===== config.mk =====
export PLATFORM = sky130hd
export DESIGN_NAME = branch_ctrl_flat
export DESIGN_NICKNAME = d
export VERILOG_FILES = /design/src/rtl/branch_ctrl_if.sv /design/src/rtl/branch_ctrl.sv /design/src/flat_wrapper.sv
export SDC_FILE = /design/constraint.sdc
export NUM_CORES = 1
export LEC_CHECK = 0
export CAP_MARGIN = 0
export CORE_MARGIN = 2
export CORE_UTILIZATION = 45
export DETAILED_ROUTE_END_ITERATION = 12
export PLACE_DENSITY = 0.92
export SYNTH_ARGS = -nofsm -noshare
export SYNTH_HDL_FRONTEND = slang
export SYNTH_SLANG_ARGS = --single-unit

===== constraint.sdc =====
create_clock -name clk -period 5.63 [get_ports clk]
set_input_delay 0.8445 -clock clk [delete_from_list [all_inputs] [get_ports clk]]
set_output_delay 0.8445 -clock clk [all_outputs]
set_load 0.01 [all_outputs]

===== src/rtl/branch_ctrl_if.sv =====
// rtl/branch_ctrl_if.sv - ID-stage branch controller signal bundle
interface branch_ctrl_if #(
    parameter int CNT_WIDTH  = 32,
    parameter int ADDR_WIDTH = 5
);
    logic                  id_valid;
    logic                  id_branch;
    logic                  id_bne;
    logic [ADDR_WIDTH-1:0] id_rs_addr;
    logic [ADDR_WIDTH-1:0] id_rt_addr;
    logic [31:0]           id_branch_target;
    logic                  ex_wreg;
    logic [ADDR_WIDTH-1:0] ex_waddr;
    logic                  ex_is_load;
    logic                  mem_wreg;
    logic [ADDR_WIDTH-1:0] mem_waddr;
    logic                  mem_is_load;
    logic                  is_rs_rt_eq;
    logic                  ext_stall;
    logic                  flush_in;
    logic                  stall_req;
    logic                  flush_if;
    logic                  pc_src_branch;
    logic [31:0]           branch_pc;
    logic                  busy;
    logic [CNT_WIDTH-1:0]  branch_cnt;
    logic [CNT_WIDTH-1:0]  taken_cnt;

    // Pipeline side: drives ID/EX/MEM status, consumes redirect controls
    modport master (
        output id_valid, id_branch, id_bne, id_rs_addr, id_rt_addr, id_branch_target,
        output ex_wreg, ex_waddr, ex_is_load, mem_wreg, mem_waddr, mem_is_load,
        output is_rs_rt_eq, ext_stall, flush_in,
        input  stall_req, flush_if, pc_src_branch, branch_pc, busy, branch_cnt, taken_cnt
    );

    // Controller side
    modport slave (
        input  id_valid, id_branch, id_bne, id_rs_addr, id_rt_addr, id_branch_target,
        input  ex_wreg, ex_waddr, ex_is_load, mem_wreg, mem_waddr, mem_is_load,
        input  is_rs_rt_eq, ext_stall, flush_in,
        output stall_req, flush_if, pc_src_branch, branch_pc, busy, branch_cnt, taken_cnt
    );
endinterface


===== src/rtl/branch_ctrl.sv =====
// rtl/branch_ctrl.sv - ID-stage beq/bne hazard stall, resolve and statistics
module branch_ctrl #(
    parameter int CNT_WIDTH  = 32,
    parameter int ADDR_WIDTH = 5
) (
    input  logic         clk,
    input  logic         rst,
    branch_ctrl_if.slave bus
);
    typedef enum logic {
        IDLE = 1'b0,
        WAIT = 1'b1
    } state_t;

    state_t         state;
    state_t         state_nxt;
    logic [1:0]     cnt;
    logic [1:0]     cnt_nxt;
    logic           ex_match;
    logic           mem_match;
    logic           dep_ex;
    logic           dep_mem;
    logic [1:0]     need;
    logic           stall;
    logic           resolve;
    logic           taken;
    logic [CNT_WIDTH-1:0] branch_cnt_q;
    logic [CNT_WIDTH-1:0] taken_cnt_q;

    // Operand hazard detection; r0 is hardwired and never creates a dependency
    always_comb begin
        ex_match  = (bus.ex_waddr != '0) &&
                    (bus.ex_waddr == bus.id_rs_addr || bus.ex_waddr == bus.id_rt_addr);
        mem_match = (bus.mem_waddr != '0) &&
                    (bus.mem_waddr == bus.id_rs_addr || bus.mem_waddr == bus.id_rt_addr);
        dep_ex    = bus.ex_wreg && ex_match;
        dep_mem   = bus.mem_wreg && bus.mem_is_load && mem_match;
        need      = 2'd0;
        if (dep_ex) begin
            need = bus.ex_is_load ? 2'd2 : 2'd1;
        end else if (dep_mem) begin
            need = 2'd1;
        end
    end

    // State and remaining-stall counter registers
    always_ff @(posedge clk) begin
        if (rst) begin
            state <= IDLE;
            cnt   <= 2'd0;
        end else begin
            state <= state_nxt;
            cnt   <= cnt_nxt;
        end
    end

    // Next-state, stall and resolve decisions; ext_stall freezes, flush_in aborts
    always_comb begin
        state_nxt = state;
        cnt_nxt   = cnt;
        stall     = 1'b0;
        resolve   = 1'b0;
        if (!rst) begin
            case (state)
                IDLE: begin
                    if (!bus.ext_stall && !bus.flush_in && bus.id_valid && bus.id_branch) begin
                        if (need != 2'd0) begin
                            stall     = 1'b1;
                            state_nxt = WAIT;
                            cnt_nxt   = need - 2'd1;
                        end else begin
                            resolve = 1'b1;
                        end
                    end
                end
                WAIT: begin
                    if (bus.flush_in) begin
                        state_nxt = IDLE;
                        cnt_nxt   = 2'd0;
                    end else if (bus.ext_stall) begin
                        state_nxt = WAIT;
                    end else if (cnt != 2'd0) begin
                        stall   = 1'b1;
                        cnt_nxt = cnt - 2'd1;
                    end else begin
                        resolve   = 1'b1;
                        state_nxt = IDLE;
                    end
                end
                default: begin
                    state_nxt = IDLE;
                    cnt_nxt   = 2'd0;
                end
            endcase
        end
        taken = resolve && (bus.id_bne ? !bus.is_rs_rt_eq : bus.is_rs_rt_eq);
    end

    // Branch statistics, wrapping naturally at the counter width
    always_ff @(posedge clk) begin
        if (rst) begin
            branch_cnt_q <= '0;
            taken_cnt_q  <= '0;
        end else if (resolve) begin
            branch_cnt_q <= branch_cnt_q + CNT_WIDTH'(1);
            if (taken) begin
                taken_cnt_q <= taken_cnt_q + CNT_WIDTH'(1);
            end
        end
    end

    assign bus.stall_req     = stall;
    assign bus.pc_src_branch = taken;
    assign bus.flush_if      = taken;
    assign bus.branch_pc     = resolve ? bus.id_branch_target : 32'd0;
    assign bus.busy          = (state == WAIT) && !rst;
    assign bus.branch_cnt    = branch_cnt_q;
    assign bus.taken_cnt     = taken_cnt_q;
endmodule

===== src/flat_wrapper.sv =====
// flat-port wrapper written by rule: the top's interface ports become plain ports
module branch_ctrl_flat 
#(
    parameter int CNT_WIDTH  = 32,
    parameter int ADDR_WIDTH = 5
)
  (clk, rst, bus_id_valid, bus_id_branch, bus_id_bne, bus_id_rs_addr, bus_id_rt_addr, bus_id_branch_target, bus_ex_wreg, bus_ex_waddr, bus_ex_is_load, bus_mem_wreg, bus_mem_waddr, bus_mem_is_load, bus_is_rs_rt_eq, bus_ext_stall, bus_flush_in, bus_stall_req, bus_flush_if, bus_pc_src_branch, bus_branch_pc, bus_busy, bus_branch_cnt, bus_taken_cnt);
  branch_ctrl_if #(.CNT_WIDTH(CNT_WIDTH), .ADDR_WIDTH(ADDR_WIDTH)) bus_i ();
  input  logic clk;
  input  logic rst;
  input wire logic [$bits(bus_i.id_valid)-1:0] bus_id_valid;
  input wire logic [$bits(bus_i.id_branch)-1:0] bus_id_branch;
  input wire logic [$bits(bus_i.id_bne)-1:0] bus_id_bne;
  input wire logic [$bits(bus_i.id_rs_addr)-1:0] bus_id_rs_addr;
  input wire logic [$bits(bus_i.id_rt_addr)-1:0] bus_id_rt_addr;
  input wire logic [$bits(bus_i.id_branch_target)-1:0] bus_id_branch_target;
  input wire logic [$bits(bus_i.ex_wreg)-1:0] bus_ex_wreg;
  input wire logic [$bits(bus_i.ex_waddr)-1:0] bus_ex_waddr;
  input wire logic [$bits(bus_i.ex_is_load)-1:0] bus_ex_is_load;
  input wire logic [$bits(bus_i.mem_wreg)-1:0] bus_mem_wreg;
  input wire logic [$bits(bus_i.mem_waddr)-1:0] bus_mem_waddr;
  input wire logic [$bits(bus_i.mem_is_load)-1:0] bus_mem_is_load;
  input wire logic [$bits(bus_i.is_rs_rt_eq)-1:0] bus_is_rs_rt_eq;
  input wire logic [$bits(bus_i.ext_stall)-1:0] bus_ext_stall;
  input wire logic [$bits(bus_i.flush_in)-1:0] bus_flush_in;
  output wire logic [$bits(bus_i.stall_req)-1:0] bus_stall_req;
  output wire logic [$bits(bus_i.flush_if)-1:0] bus_flush_if;
  output wire logic [$bits(bus_i.pc_src_branch)-1:0] bus_pc_src_branch;
  output wire logic [$bits(bus_i.branch_pc)-1:0] bus_branch_pc;
  output wire logic [$bits(bus_i.busy)-1:0] bus_busy;
  output wire logic [$bits(bus_i.branch_cnt)-1:0] bus_branch_cnt;
  output wire logic [$bits(bus_i.taken_cnt)-1:0] bus_taken_cnt;
  assign bus_i.id_valid = bus_id_valid;
  assign bus_i.id_branch = bus_id_branch;
  assign bus_i.id_bne = bus_id_bne;
  assign bus_i.id_rs_addr = bus_id_rs_addr;
  assign bus_i.id_rt_addr = bus_id_rt_addr;
  assign bus_i.id_branch_target = bus_id_branch_target;
  assign bus_i.ex_wreg = bus_ex_wreg;
  assign bus_i.ex_waddr = bus_ex_waddr;
  assign bus_i.ex_is_load = bus_ex_is_load;
  assign bus_i.mem_wreg = bus_mem_wreg;
  assign bus_i.mem_waddr = bus_mem_waddr;
  assign bus_i.mem_is_load = bus_mem_is_load;
  assign bus_i.is_rs_rt_eq = bus_is_rs_rt_eq;
  assign bus_i.ext_stall = bus_ext_stall;
  assign bus_i.flush_in = bus_flush_in;
  assign bus_stall_req = bus_i.stall_req;
  assign bus_flush_if = bus_i.flush_if;
  assign bus_pc_src_branch = bus_i.pc_src_branch;
  assign bus_branch_pc = bus_i.branch_pc;
  assign bus_busy = bus_i.busy;
  assign bus_branch_cnt = bus_i.branch_cnt;
  assign bus_taken_cnt = bus_i.taken_cnt;
  branch_ctrl #(.CNT_WIDTH(CNT_WIDTH), .ADDR_WIDTH(ADDR_WIDTH)) u_core (.clk(clk), .rst(rst), .bus(bus_i));
endmodule

==> impl_metrics.py, run 1 <==
metrics = {
    "global_route": {
        "globalRoute.totalOverflow": 0,
        "grt_use_met1_pct": 29.01,
        "grt_util_met2_pct": 41.14,
        "grt_pass1_vias": 3726,
        "antenna_found_initial": 0,
        "grtUsageTotal_pct": 23.87,
        "use_met3_pct": 5.692,
        "grt_pass1_wl_um": 17350,
        "grt_max_degree": 58,
        "busiest_layer": "met2",
    },
    "worst_setup_path": {
        "critPathKind": "in2out",
        "setup.worst_path.start_class": "input port",
        "r2r_cells": 8,
        "worstPathArrival_ns": 4.02,
        "r2r-start": "u_core.cnt[0]",
        "end_kind": "output pin",
        "regToRegSetupSlack_ns": 2.65,
        "cp_max_fo": 41,
        "required_ns": 4.79,
        "crit_start": "bus_ex_waddr[3]",
        "r2r-end": "u_core.bus.taken_cnt[17]",
        "crit_end": "bus_branch_pc[8]",
    },
    "clocking": {
        "cts_setup_buffers": 0,
        "cts_hold_buf": 0,
        "numCtsBuffers": 9,
        "clkLatencyLatePin_ns": 0.34,
        "root_buffer": "clkbuf_8",
        "cts_sinks": 67,
        "ctsHtreeMaxLevel": 3,
        "cts.path.max_buffers": 2,
        "ctsResizeCount": 0,
        "clkTransAtPathRegs_ns": 0.08,
        "cts_tree": "done",
    },
    "yosys": {
        "synth_nets": 534,
        "synth-async-reset-ratio_pct": 0,
        "yosysSeqAreaShare_pct": 35.64,
        "ys_types": 45,
        "ys_ff_latch": 67,
        "ys.flop_type": "dfxtp_1",
        "synthesis.area_um2": 3764,
        "synthCells": 466,
        "yosysWarnings": 0,
        "avgSynthCellArea_um2": 8.076,
        "synth_edf_count": 0,
    },
    "final_layout": {
        "drive_gt1_share_pct": 4.173,
        "fillCellCount": 620,
        "final_nets": 686,
        "areaGrowthSynthToFinish_pct": 50.03,
        "num_antenna_cells": 0,
        "layout_common_cells": "162 x clkdlybuf4s50_1, 67 x dfxtp_1, 51 x nor2_1",
        "stdcell_count": 728,
        "layout_commonest_cell": "clkdlybuf4s50_1",
    },
    "placement": {
        "gp_congestion": 0.8589,
        "placedCellCount": 712,
        "numPortBuffers": 163,
        "dpl.hpwl_um": 8250,
    },
    "power": {
        "p_clk_share_pct": 40.5,
        "leakage_uw": 0.001834,
        "sw_frac_of_total_pct": 24.53,
        "intPower_uw": 739.0,
        "max-vdd-ir-drop_uv": 144.5,
        "seqPwrFrac_pct": 48.8,
        "pwr-share-comb_pct": 10.7,
        "power.density_nw_per_um2": 173.4,
        "netSwitchingPower_uw": 240.2,
    },
    "floorplanning": {
        "die_x_um": 95.45,
        "die_height_um": 95.45,
        "rows": 33,
        "num_io_pins": 164,
        "core-area_um2": 8175,
        "initial_core_util_pct": 46.04,
        "die-area_um2": 9111,
    },
    "drt": {
        "num_vias": 4044,
        "routed_via_density": 5.555,
        "drtIter0Drc": 214,
        "dr.pass1.iters": 4,
        "ant_nets": 0,
        "drc": 0,
        "wire_per_inst_um": 15.23,
        "totalWireLength_um": 11090,
    },
    "timing": {
        "skew_ns": 0.01076,
        "final_max_slew_viol_count": 0,
        "hold_viol_final": 0,
        "relSlewSlack_pct": 20.30,
        "period_share_pct": 86.36,
        "setup_viol": 0,
        "fmaxAchievable_ghz": 0.2057,
        "tightest_slew_ns": 1.195,
        "finalWorstPathRequiredPeriod_ns": 4.862,
        "fin_setup_tns_ns": 0,
        "rsz0062_at_grt": "false",
    },
    "run_status": {
        "status": "complete, no violations",
    },
    "run": {
        "drv_cap": 0,
    },
    "worst_hold_path": {
        "hp-class": "reg2reg",
    },
}
==> area by class of cell <==
type	count	area (um2)	area share [%]
sequential	67	1341	23.75
clock inverter	7	68.82	1.219
clock buffer	9	123.9	2.194
multi-input combinational	361	2283	40.44
inverter	13	48.80	0.8642
tap	105	131.4	2.327
timing repair buffer	166	1649	29.20
==> Yosys cell counts, types with 2 or more instances <==
master    count  share of area [%]
a21oi_1      28                3.7
a22oi_1       2               0.40
and2_1       35                5.8
and3_1        7                1.2
and4_1        7                1.6
clkbuf_1     23                2.3
dfxtp_1      67                 36
ha_1          4                1.3
inv_1        13                1.3
nand2_1      24                2.4
nand3_1      16                2.1
nand4_1      17                2.8
nand4b_1      3               0.70
nor2_1       51                5.1
nor2b_1       4               0.66
nor3_1       13                1.7
nor3b_1       2               0.40
nor4_1       13                2.2
nor4b_1       4               0.93
o211ai_1      2               0.40
o21ai_0      17                2.3
o31ai_1      11                2.2
o41ai_1       2               0.47
or3_1        13                2.2
or4_1        13                2.6
xnor2_1      26                6.1
xor2_1       31                7.2
==> registers in the layout (all words and copies together) (netlist names) <==
register	cells
u_core.bus.branch_cnt	32
u_core.bus.taken_cnt	32
u_core.cnt	2
u_core.state	1
==> through the flow <==
step / instance area (um2) / utilization, % / setup slack (ns) / total power (uW) / hold WS, ns
finish: 5647 / 69.07 / 0.7677 / 979.2 / 0.4999
global route: 5647 / 69.07 / 0.5698 / 1015 / 0.5231
CTS: 5647 / 69.07 / 0.7559 / 987.5 / 0.5009
detailed placement: 5454 / 66.71 / 0.7023 / 593.0 / 0.4901
global placement: 5454 / 66.71 / 0.8843 / 589.2 / 0.4690
floorplan: 3764 / - / 1.787 / 527.7 / 0.4610
==> worst min-delay path by stage <==
stage / start / endpoint / slack, ns / cells after the start
floorplan: u_core.cnt[1] / u_core.cnt[1] / 0.46 / 2
global placement: u_core.bus.branch_cnt[31] / u_core.bus.branch_cnt[31] / 0.47 / 2
detailed placement: u_core.bus.taken_cnt[28] / u_core.bus.taken_cnt[28] / 0.49 / 2
CTS: u_core.bus.taken_cnt[28] / u_core.bus.taken_cnt[28] / 0.50 / 2
global route: u_core.cnt[1] / u_core.cnt[1] / 0.52 / 2
finish: u_core.bus.taken_cnt[28] / u_core.bus.taken_cnt[28] / 0.50 / 2
==> routing by layer <==
| layer | wire [um] | part of all wire [%] | vias up |
|---|---|---|---|
| li1 | - | - | 1974 |
| met1 | 4490 | 40 | 1906 |
| met2 | 5729 | 52 | 141 |
| met3 | 663 | 6.0 | 23 |
| met4 | 205 | 1.8 | 0 |
| met5 | 0 | 0 | - |
==> power by group through the flow <==
stage / sequential [uW] / clock (uW) / combinational (uW)
2_1_floorplan: 488 / 0 / 39.4
3_3_place_gp: 488 / 0 / 101
3_5_place_dp: 489 / 0 / 104
4_1_cts: 477 / 405 / 105
5_1_grt: 478 / 424 / 113
6_report: 477 / 397 / 105
==> cells by family after synthesis <==
group / synth area share, %
flops: 35.64
fa+ha+maj: 1.330
buf+inv: 3.890
xor+xnor: 13.26
simple gates: 33.74
compound gates: 11.87
mux: 0.2660
==> worst max-delay path: stages <==
cell and delay (ns):
clkdlybuf4s50_1 0.48, or4_1 0.52, o21ai_0 0.34, nor3_1 0.09
a21oi_1 0.14, ha_1 0.22, nand4b_1 0.15, o2bb2ai_2 0.17
buf_4 0.32, and2_1 0.19, clkdlybuf4s50_1 0.55
Note: power is estimated with default switching activity, not from simulation.
==> run 2: changes to the inputs <==
Settings changed: CTS_BUF_LIST set to sky130_fd_sc_hd__clkbuf_4 sky130_fd_sc_hd__clkbuf_8, CTS_CLUSTER_SIZE set to 25, GPL_ROUTABILITY_DRIVEN set to 0.
==> results of run 2 <==
The final DEF is identical to that of run 1; final timing and power are the same.
